===== src/rtl/conv_pkg.sv =====
// Shared types and constants for the convolver sample path.
package conv_pkg;

    // Sequencer states for samp_ctrl.
    typedef enum logic [1:0] {
        IDLE    = 2'd0,
        FETCH   = 2'd1,
        PRESENT = 2'd2,
        DONE    = 2'd3
    } samp_ctrl_state_t;

    // Default width of dimension and coordinate fields.
    localparam int CONV_DIM_W = 8;

    // Kernel edge length: fill count and window offsets derive from it.
    localparam int CONV_KERNEL = 3;

endpackage : conv_pkg


===== src/rtl/samp_ctrl_if.sv =====
// Column-read port and window-output handshake of samp_ctrl.
// The master side is the sequencer. The slave side is the pixel buffer
// read port, the shift register and the MAC stage.
interface samp_ctrl_if #(
    parameter int DIM_W = 8
);

    // Column read request towards the pixel buffer.
    logic             col_rd_en;
    logic [DIM_W-1:0] col_row;
    logic [DIM_W-1:0] col_col;
    logic             col_rd_valid;

    // Shift strobe towards the sample shift register.
    logic             shift_en;

    // Window presentation towards the MAC stage.
    logic             samp_valid;
    logic             samp_ready;
    logic [DIM_W-1:0] out_row;
    logic [DIM_W-1:0] out_col;

    modport master (
        output col_rd_en, col_row, col_col, shift_en,
        output samp_valid, out_row, out_col,
        input  col_rd_valid, samp_ready
    );

    modport slave (
        input  col_rd_en, col_row, col_col, shift_en,
        input  samp_valid, out_row, out_col,
        output col_rd_valid, samp_ready
    );

endinterface : samp_ctrl_if


===== src/rtl/scan_cnt.sv =====
// Row/column scan counter for samp_ctrl.
// col walks 0..w-1; stepping past w-1 wraps col to 0 and advances row.
// last_row flags the final window row (row == h-3).
module scan_cnt
    import conv_pkg::*;
#(
    parameter int DIM_W = CONV_DIM_W
) (
    input  logic             clk,
    input  logic             n_rst,
    input  logic             clear,
    input  logic             inc,
    input  logic [DIM_W-1:0] w,
    input  logic [DIM_W-1:0] h,
    output logic [DIM_W-1:0] col,
    output logic [DIM_W-1:0] row,
    output logic             last_col,
    output logic             last_row
);

    localparam logic [DIM_W-1:0] ONE  = DIM_W'(1);
    localparam logic [DIM_W-1:0] KERN = DIM_W'(CONV_KERNEL);

    assign last_col = (col == (w - ONE));
    assign last_row = (row == (h - KERN));

    // Scan position: clear on frame start, else step in raster order.
    // NOTE: sequential state uses non-blocking assignments so every flop
    // samples pre-edge values, whatever the order of the always blocks.
    always_ff @(posedge clk or negedge n_rst) begin
        if (!n_rst) begin
            col <= '0;
            row <= '0;
        end else if (clear) begin
            col <= '0;
            row <= '0;
        end else if (inc) begin
            if (last_col) begin
                col <= '0;
                row <= row + ONE;
            end else begin
                col <= col + ONE;
            end
        end
    end

endmodule : scan_cnt


===== src/rtl/samp_ctrl.sv =====
// Sample shift register sequencer for the AHB convolver.
// It fetches frame columns, strobes the shift register as each column
// returns, and presents each complete 3x3 window with valid/ready.
// Optional build macro SAMP_CTRL_PERF_EN adds a 16-bit saturating
// stall counter output, stall_cnt.
module samp_ctrl
    import conv_pkg::*;
#(
    parameter int DIM_W = CONV_DIM_W
) (
    input  logic             clk,
    input  logic             n_rst,
    input  logic             start,
    input  logic [DIM_W-1:0] img_width,
    input  logic [DIM_W-1:0] img_height,
    samp_ctrl_if.master      bus,
    output logic             busy,
    output logic             done
`ifdef SAMP_CTRL_PERF_EN
    ,
    output logic [15:0]      stall_cnt
`endif
);

    localparam logic [DIM_W-1:0] KERN      = DIM_W'(CONV_KERNEL);
    localparam logic [DIM_W-1:0] FILL_LAST = DIM_W'(CONV_KERNEL - 1);

    samp_ctrl_state_t state, next_state;

    logic [DIM_W-1:0] w_q, h_q;
    logic [DIM_W-1:0] row, col;
    logic             last_col, last_row;
    logic             cnt_clear, cnt_inc;
    logic             start_ok;

    // A start only counts while idle; it also latches the dimensions.
    assign start_ok = (state == IDLE) && start;

    scan_cnt #(
        .DIM_W (DIM_W)
    ) u_scan_cnt (
        .clk      (clk),
        .n_rst    (n_rst),
        .clear    (cnt_clear),
        .inc      (cnt_inc),
        .w        (w_q),
        .h        (h_q),
        .col      (col),
        .row      (row),
        .last_col (last_col),
        .last_row (last_row)
    );

    // Frame dimensions, held for the whole frame.
    always_ff @(posedge clk or negedge n_rst) begin
        if (!n_rst) begin
            w_q <= '0;
            h_q <= '0;
        end else if (start_ok) begin
            w_q <= img_width;
            h_q <= img_height;
        end
    end

    // State register.
    always_ff @(posedge clk or negedge n_rst) begin
        if (!n_rst) begin
            state <= IDLE;
        end else begin
            state <= next_state;
        end
    end

    // Next state, counter controls and outputs decoded from state.
    // NOTE: every output of this block gets a default first, so no path
    // leaves one unassigned and no latch is inferred.
    always_comb begin
        next_state     = state;
        cnt_clear      = 1'b0;
        cnt_inc        = 1'b0;
        bus.col_rd_en  = 1'b0;
        bus.col_row    = '0;
        bus.col_col    = '0;
        bus.shift_en   = 1'b0;
        bus.samp_valid = 1'b0;
        bus.out_row    = '0;
        bus.out_col    = '0;
        busy           = (state != IDLE);
        done           = 1'b0;

        case (state)
            IDLE: begin
                if (start) begin
                    cnt_clear = 1'b1;
                    // A frame smaller than the kernel has no windows.
                    if ((img_width < KERN) || (img_height < KERN)) begin
                        next_state = DONE;
                    end else begin
                        next_state = FETCH;
                    end
                end
            end

            FETCH: begin
                bus.col_rd_en = 1'b1;
                bus.col_row   = row;
                bus.col_col   = col;
                bus.shift_en  = bus.col_rd_valid;
                if (bus.col_rd_valid) begin
                    // The first two columns of a row only fill the window.
                    if (col < FILL_LAST) begin
                        cnt_inc = 1'b1;
                    end else begin
                        next_state = PRESENT;
                    end
                end
            end

            PRESENT: begin
                bus.samp_valid = 1'b1;
                bus.out_row    = row;
                bus.out_col    = col - FILL_LAST;
                if (bus.samp_ready) begin
                    if (last_col && last_row) begin
                        next_state = DONE;
                    end else begin
                        // Either the next column, or a wrap to a new row
                        // that refills the window from column 0.
                        cnt_inc    = 1'b1;
                        next_state = FETCH;
                    end
                end
            end

            DONE: begin
                done       = 1'b1;
                next_state = IDLE;
            end

            default: begin
                next_state = IDLE;
            end
        endcase
    end

`ifdef SAMP_CTRL_PERF_EN
    logic stall_cycle;

    assign stall_cycle = ((state == PRESENT) && !bus.samp_ready) ||
                         ((state == FETCH)   && !bus.col_rd_valid);

    // Saturating count of cycles spent waiting on either neighbour.
    always_ff @(posedge clk or negedge n_rst) begin
        if (!n_rst) begin
            stall_cnt <= '0;
        end else if (start_ok) begin
            stall_cnt <= '0;
        end else if (stall_cycle && (stall_cnt != 16'hFFFF)) begin
            stall_cnt <= stall_cnt + 16'd1;
        end
    end
`endif

endmodule : samp_ctrl


===== src/flat_wrapper.sv =====
// flat-port wrapper written by rule: the top's interface ports become plain ports
module samp_ctrl_flat import conv_pkg::*;
#(
    parameter int DIM_W = CONV_DIM_W
)
  (clk, n_rst, start, img_width, img_height, busy, done, bus_col_rd_en, bus_col_row, bus_col_col, bus_shift_en, bus_samp_valid, bus_out_row, bus_out_col, bus_col_rd_valid, bus_samp_ready);
  samp_ctrl_if #(.DIM_W(DIM_W)) bus_i ();
  input  logic clk;
  input  logic n_rst;
  input  logic start;
  input  logic [DIM_W-1:0] img_width;
  input  logic [DIM_W-1:0] img_height;
  output logic busy;
  output logic done;
  output wire logic [$bits(bus_i.col_rd_en)-1:0] bus_col_rd_en;
  output wire logic [$bits(bus_i.col_row)-1:0] bus_col_row;
  output wire logic [$bits(bus_i.col_col)-1:0] bus_col_col;
  output wire logic [$bits(bus_i.shift_en)-1:0] bus_shift_en;
  output wire logic [$bits(bus_i.samp_valid)-1:0] bus_samp_valid;
  output wire logic [$bits(bus_i.out_row)-1:0] bus_out_row;
  output wire logic [$bits(bus_i.out_col)-1:0] bus_out_col;
  input wire logic [$bits(bus_i.col_rd_valid)-1:0] bus_col_rd_valid;
  input wire logic [$bits(bus_i.samp_ready)-1:0] bus_samp_ready;
  assign bus_col_rd_en = bus_i.col_rd_en;
  assign bus_col_row = bus_i.col_row;
  assign bus_col_col = bus_i.col_col;
  assign bus_shift_en = bus_i.shift_en;
  assign bus_samp_valid = bus_i.samp_valid;
  assign bus_out_row = bus_i.out_row;
  assign bus_out_col = bus_i.out_col;
  assign bus_i.col_rd_valid = bus_col_rd_valid;
  assign bus_i.samp_ready = bus_samp_ready;
  samp_ctrl #(.DIM_W(DIM_W)) u_core (.clk(clk), .n_rst(n_rst), .start(start), .img_width(img_width), .img_height(img_height), .bus(bus_i), .busy(busy), .done(done));
endmodule

===== config.mk =====
export PLATFORM = sky130hd
export DESIGN_NAME = samp_ctrl_flat
export DESIGN_NICKNAME = d
export VERILOG_FILES = /design/src/rtl/conv_pkg.sv /design/src/rtl/samp_ctrl_if.sv /design/src/rtl/scan_cnt.sv /design/src/rtl/samp_ctrl.sv /design/src/flat_wrapper.sv
export SDC_FILE = /design/constraint.sdc
export NUM_CORES = 1
export LEC_CHECK = 0
export ABC_CLOCK_PERIOD_IN_PS = 2400
export CAP_MARGIN = 30
export CORE_UTILIZATION = 46
export CTS_BUF_LIST = sky130_fd_sc_hd__clkbuf_4 sky130_fd_sc_hd__clkbuf_8 sky130_fd_sc_hd__clkbuf_16
export CTS_CLUSTER_DIAMETER = 30
export DETAILED_ROUTE_END_ITERATION = 12
export GPL_TIMING_DRIVEN = 0
export PLACE_DENSITY = 0.78
export SYNTH_ARGS = -nofsm -noshare
export SYNTH_HDL_FRONTEND = slang
export SYNTH_SLANG_ARGS = --single-unit

===== constraint.sdc =====
create_clock -name clk -period 2.4 [get_ports clk]
set_input_delay 0.48 -clock clk [delete_from_list [all_inputs] [get_ports clk]]
set_output_delay 0.48 -clock clk [all_outputs]
set_load 0.02 [all_outputs]

# Yosys cells after proc, flatten, opt, wreduce, memory -nomap -nowiden
# Cells that the tools add are included.
word_totals:
  out_inout_bits: 37
  register_bits: 34
  elab_cells: 59
  inputBits: 21
classes:
  reduce_logical: 9
  n_mux: 28
  magnitude_cmp: 3
  eq_ne: 9
  addsub: 5
ops:
  columns: ["op", "n"]
  rows:
  - ["2-to-1 mux 8 bit", 10]
  - ["< comparator 8 x 2 -> 1 bit (second input constant)", 3]
  - ["adder 8 x 1 -> 8 bit (second input constant)", 2]
  - ["== test 8 bit", 2]
  - ["subtractor 8 x 2 -> 8 bit (second input constant)", 2]
  - ["2-to-1 mux 2 bit", 6]
  - ["2-to-1 mux 1 bit", 10]
  - ["inequality test 2 bit (second input constant)", 4]
  - ["case mux 2 bit (4 select lines)", 1]
  - ["subtractor 8 x 1 -> 8 bit (second input constant)", 1]
  - ["nonzero test 2 bit", 3]
  - ["== test 2 bit (second input constant)", 2]
  - ["AND reduction 4 bit", 1]
  - ["== test 2 x 1 -> 1 bit (second input constant)", 1]
  - ["logical AND 1 bit", 2]
  - ["logical NOT 2 bit", 1]
  - ["case mux 1 bit (2 select lines)", 1]
  - ["AND reduction 2 bit", 1]
  - ["logical OR 1 bit", 1]

# Longest topological paths before layout
depth:
  word_depth: 8
  depth_mapped: 9
  mapped_depth_nobuf: 8

# Cells and area by module
# Synthesis repeated with hierarchy kept, for this count alone.
unflattened:
  hier_cells: 266
  area_unflattened_um2: 2578.7
by_module_without_submodules:
  columns: ["module", "seq_area_each_um2", "area_per_inst_um2", "n_inst", "cells_per_inst"]
  rows:
  - ["scan_cnt", 400.4, 1407.6, 1, 152]
  - ["samp_ctrl", 450.4, 1171.1, 1, 114]

# Worst setup path before layout
# Ideal clock, no wire load.
synth_timing:
  kind: "register to register"
  start: "register u_core.u_scan_cnt.col[3]"
  end: "register u_core.u_scan_cnt.row[3]"
  path_stages_with_launch: 9
  setup_ns: 0.079
  synth_period_minus_slack_ns: 2.610
  t_required_ns: 2.321
  setup_slack_ns: -0.210
  t_arrival_ns: 2.531
  path_cell_list: "dfrtp_1 buf_2 or4_4 or4_1 nor2_1 a21oi_1 buf_2 nor4b_1 mux2i_1"
synth_via:
  elab_chain_cells: 7
synth_lines:
  columns: ["item", "line_no", "text"]
  rows:
  - ["start, declared", "scan_cnt.sv:15", "output logic [DIM_W-1:0] col,"]
  - ["start signal, assigned", "scan_cnt.sv:42", "col <= col + ONE;"]
  - ["parallel branches: the longest is 6 deep, another holds < comparator 8 x 2 -> 1 bit", null, null]
  - ["AND reduction 2 bit (no source line) (*)", null, null]
  - ["end signal, assigned", "scan_cnt.sv:40", "row <= row + ONE;"]
  - ["end, declared", "scan_cnt.sv:16", "output logic [DIM_W-1:0] row,"]
# Mark *: on every way between the ends.
# A chain may end at the register's enable or synchronous reset.

# Final worst setup path
layout_timing:
  start: "register u_core.h_q[3]"
  end: "register u_core.u_scan_cnt.col[6]"
layout_via:
  elab_chain_cells: 7
layout_lines:
  columns: ["item", "line_no", "text"]
  rows:
  - ["start, declared", "samp_ctrl.sv:30", "logic [DIM_W-1:0] w_q, h_q;"]
  - ["start signal, assigned", "samp_ctrl.sv:61", "h_q <= img_height;"]
  - ["subtractor 8 x 2 -> 8 bit", "scan_cnt.sv:25", "assign last_row = (row == (h - KERN));"]
  - ["== test 8 bit", "scan_cnt.sv:25", null]
  - ["logical AND 1 bit", "samp_ctrl.sv:124", "if (last_col && last_row) begin"]
  - ["2-to-1 mux 1 bit", "samp_ctrl.sv:124", null]
  - ["2-to-1 mux 1 bit", "samp_ctrl.sv:123", "if (bus.samp_ready) begin"]
  - ["case mux 1 bit (2 select lines)", "samp_ctrl.sv:91", "case (state)"]
  - ["nonzero test 2 bit (no source line)", null, null]
# No other way between the ends.

==> results.md <==
- The initial antenna violation count is 0.
- The detailed router placed between 2k and 3k vias in this run.
- Cell internal power was estimated by the tool at 2104 uW.
- For the final routed database, the setup TNS stands at -1.773 ns.
- The average cell area after synthesis is between 8 and 9 sq um.
- Setup violations remaining at the end of the flow were counted as 16.
- The commonest cells after synthesis are sky130_fd_sc_hd__nand2_1, sky130_fd_sc_hd__dfrtp_1, sky130_fd_sc_hd__and2_1, sky130_fd_sc_hd__xnor2_1, sky130_fd_sc_hd__inv_1.
- The count of cells along the worst register-to-register path is 7.
- The growth of design area from synthesis to finish is 42.77%.
- Yosys attributes the largest share of cell area to sky130_fd_sc_hd__dfrtp_1, sky130_fd_sc_hd__nand2_1, sky130_fd_sc_hd__and2_1.
- The number of violations of the max-capacitance limit is 0.
- The first routing iteration left roughly 220 violations.
- The die covers 6044 sq um.
- In the final design database the tool counted ~440 nets.
- Counting every net in the synthesized netlist gives 354.
- The portion of total power attributed to the clock network is 0.119.
- After clock tree synthesis, the flow added hold-fix buffers numbering 0.
- Setup repair after global routing could not meet its margin everywhere.
- Measured on the finished design, the core utilization comes to 0.6842.
- The global-route wire length before repair is about 12000 um.
- The number of buffers inserted by port buffering is 57.
- The critical path class is register to register.
- The netlist uses 53 different library cells.
- Of the total power, the share spent switching nets is 0.4544.
- For this configuration, the core starts out at a cell density of 0.4792.
- The worst endpoint data arrival time is about 2.8 ns.
- The height of the chip is 77.74 um.
- STA classifies the critical path startpoint as a register.
- The via count of the first global-routing pass came to between 2k and 3k.
- The HPWL after detailed placement is between 4000 and 5000 um.
- The worst-case clock buffer depth is 2.
- The number of pins with negative max-slew slack in the final report is 0.
- Counting I/O delays and the setup requirement, the final critical path takes around 2.6 ns.
- Global routing finished with a remaining overflow of 0.
- The routability-driven placement congestion ratio is approximately 0.85.
- The worst-case IR drop observed on VDD is slightly below 0.0007 V.
- CTS built an H-tree with a depth of 2.
- In this run, synthesis inferred 0 flip-flops with an integrated enable.
- The flow ran to the end, but the final reports show violations.
- The share of total power in combinational logic is 0.626.
- After detailed routing, the average wire length per cell comes to 14.96 um.
- The fraction of final layout cells with drive strength greater than 1 is 0.2920.
- The path class of the tightest hold or removal check is input port to asynchronous set/reset pin.
- The CTS buffer count is 5.
- In this run the static leakage power is 0.001711 uW.
- TritonCTS built the clock tree.
- The number of design rule violations left after detail routing is 0.
- The cell type with the highest aggregate area in the netlist is sky130_fd_sc_hd__dfrtp_1.
- The clock root buffer master is sky130_fd_sc_hd__clkbuf_8.
- In this run the worst path has a maximum fanout of 8.
- The clock latency reported for the late side of the worst-skew pair is 0.29 ns.
- The post-synthesis instance area is between 2000 and 3000 sq um.
- Before CTS, the worst setup slack after placement is -0.4157 ns.
- For this run, the total global-route usage over all layers was measured as 0.2442.
- The share of total power dissipated in sequential elements is 0.255.
- The core region area is roughly 5500 sq um.
- The Yosys step of the flow raised 0 warnings.
- The largest clock skew in the final design is around 0.0076 ns.
- The flip-flop and latch count after synthesis is 34.
- The transition time at the pin with the least slew margin is 0.7670 ns.
- The checks that failed: setup timing.
- The primary flip-flop cell chosen by synthesis mapping is sky130_fd_sc_hd__dfrtp_1.
- The number of antenna diodes in the final layout is 0.
- Dividing the detail-routed via count by the number of cells gives roughly 5.5.
- The number of filler instances in the final layout is roughly 440.
- The critical path required time is ~2.6 ns.
- The endpoint kind of the worst setup timing path is a register.
- Clock-pin slew was measured on the worst setup and hold paths at 0.07 ns.
- The ratio of final minimum period to clock period is 1.069.
- For this design the top-level I/O count stands at 58.
- The share of the Yosys chip area taken by registers is 0.3224.
- The number of nets still failing antenna checks after routing is 0.
- Derived from the worst setup path, the maximum achievable clock frequency is approximately 390 MHz.
- In this run the tightest slew margin relative to its limit is 0.4886.
- The total wirelength of the detailed-routed design is between 7000 and 8000 um.
- The die extent in x is 77.74 um.
- Entering global routing, the biggest net connects 35 pins.
- Synthesis produced a netlist whose cell count is 322.
- Setup slack on the critical path of the routed design comes to -0.1663 ns.
- The areal power density over the cells is between 1000 and 1500 nW/um^2.
- In the post-synthesis netlist, the cell with the most instances is sky130_fd_sc_hd__nand2_1.
- The clock net in this run drives a total of 34 sinks.
- The hold violation count in the final report is 0.
- The initialized floorplan defines 27 standard-cell rows.
- The first detailed-routing pass ran for 4 iterations.
- The analysis attributes to net switching a power of 1752 uW.
- The async set-reset flop share out of synthesis is 1.000.
- The area share of the largest cell type after synthesis is 0.3224.
==> power by group through the flow <==
| stage | Sequential, uW | Combinational, uW | Clock [uW] |
|---|---|---|---|
| finish | 983 | 2410 | 458 |
| global route | 1010 | 2620 | 490 |
| CTS | 969 | 2100 | 458 |
| detailed placement | 943 | 1870 | 0 |
| global placement | 926 | 1810 | 0 |
| floorplan | 889 | 1360 | 0 |
==> path summary, 6_finish.rpt <==
kind | startpoint | slack, ns | endpoint
setup / recovery | u_core.h_q[3]$_DFFE_PN0P_ | -0.17 | u_core.u_scan_cnt.col[6]$_DFFE_PN0P_
hold / removal | n_rst | 0.26 | u_core.u_scan_cnt.col[7]$_DFFE_PN0P_
setup reg to reg | u_core.h_q[3]$_DFFE_PN0P_ | -0.17 | u_core.u_scan_cnt.col[6]$_DFFE_PN0P_
hold reg to reg | u_core.h_q[7]$_DFFE_PN0P_ | 0.53 | u_core.h_q[7]$_DFFE_PN0P_
max in group asynchronous | n_rst | 1.60 | u_core.w_q[2]$_DFFE_PN0P_
min in group clk | u_core.h_q[7]$_DFFE_PN0P_ | 0.53 | u_core.h_q[7]$_DFFE_PN0P_
==> per-layer routing <==
metal | GRT usage | up-vias | routed length (um)
li1 | - | 1288 | -
met1 | 0.3101 | 1275 | 3149
met2 | 0.4292 | 99 | 3585
met3 | 0.03529 | 8 | 413
met4 | 0.06792 | 0 | 80
met5 | 0 | - | 0
==> sequential cells by signal, summed over array words and instances (netlist names) <==
signal                 count
u_core.state               2
u_core.w_q                 8
u_core.u_scan_cnt.col      8
u_core.h_q                 8
u_core.u_scan_cnt.row      8
==> critical path, stage by stage, from the launching register on <==
cell and delay [ns]:
sky130_fd_sc_hd__dfrtp_1 0.41, sky130_fd_sc_hd__or4_4 0.55, sky130_fd_sc_hd__o31a_1 0.27, sky130_fd_sc_hd__or4_4 0.54, sky130_fd_sc_hd__a2111oi_4 0.22, sky130_fd_sc_hd__buf_6 0.18
sky130_fd_sc_hd__a211oi_1 0.05, sky130_fd_sc_hd__o32ai_1 0.26
==> placed cells by master, fill, tap and decap left out, drive strengths merged, types with 11 or more instances in the layout <==
cell type       n
ha             11
clkbuf         40
xnor2          17
dlygate4sd2    11
nand2          71
dfrtp          34
buf            34
and2           30
clkdlybuf4s50  23
inv            15
==> repair_timing <==
item | CTS | global route
buffers inserted | 13 | 13
pin swaps | 11 | 16
setup endpoints to repair | 49 | 39
gates cloned | 1 | 0
resized for setup | 81 | 64
==> metrics by stage <==
| step | hold WS (ns) | total power, uW | cells | area, sq um |
|---|---|---|---|---|
| 3_5_place_dp | 0.5005 | 2812 | 451 | 3321 |
| 6_report | 0.2590 | 3855 | 483 | 3767 |
| 5_1_grt | 0.3097 | 4123 | 483 | 3767 |
| 4_1_cts | 0.2868 | 3529 | 470 | 3621 |
| 2_1_floorplan | 0.1844 | 2248 | 322 | 2665 |
| 3_3_place_gp | 0.4851 | 2733 | 451 | 3326 |
==> cell families (layout without fill, tap and decap cells) <==
group,Yosys count,count (layout),share of synthesized area
xor gates and xnor gates,26,26,0.08630
and+or+nand+nor,155,155,0.3001
muxes,5,5,0.01897
adders and majority gates,11,11,0.05216
DFF,34,34,0.3224
buffers and inverters,35,124,0.05784
AOI/OAI and AO/OA,56,56,0.1622
==> final cells by class <==
cell class | instances | area, sq um | share of cell area
repair buffers | 84 | 674.4 | 0.1790
well taps | 72 | 90.09 | 0.02391
clock buffers | 7 | 90.09 | 0.02391
clock inverters | 1 | 5.005 | 0.001328
flip-flops and latches | 34 | 859.6 | 0.2282
plain buffers | 17 | 110.1 | 0.02923
multi-input cells | 253 | 1882 | 0.4995
inverters | 15 | 56.30 | 0.01495
Note: power is estimated with default switching activity, not from simulation.
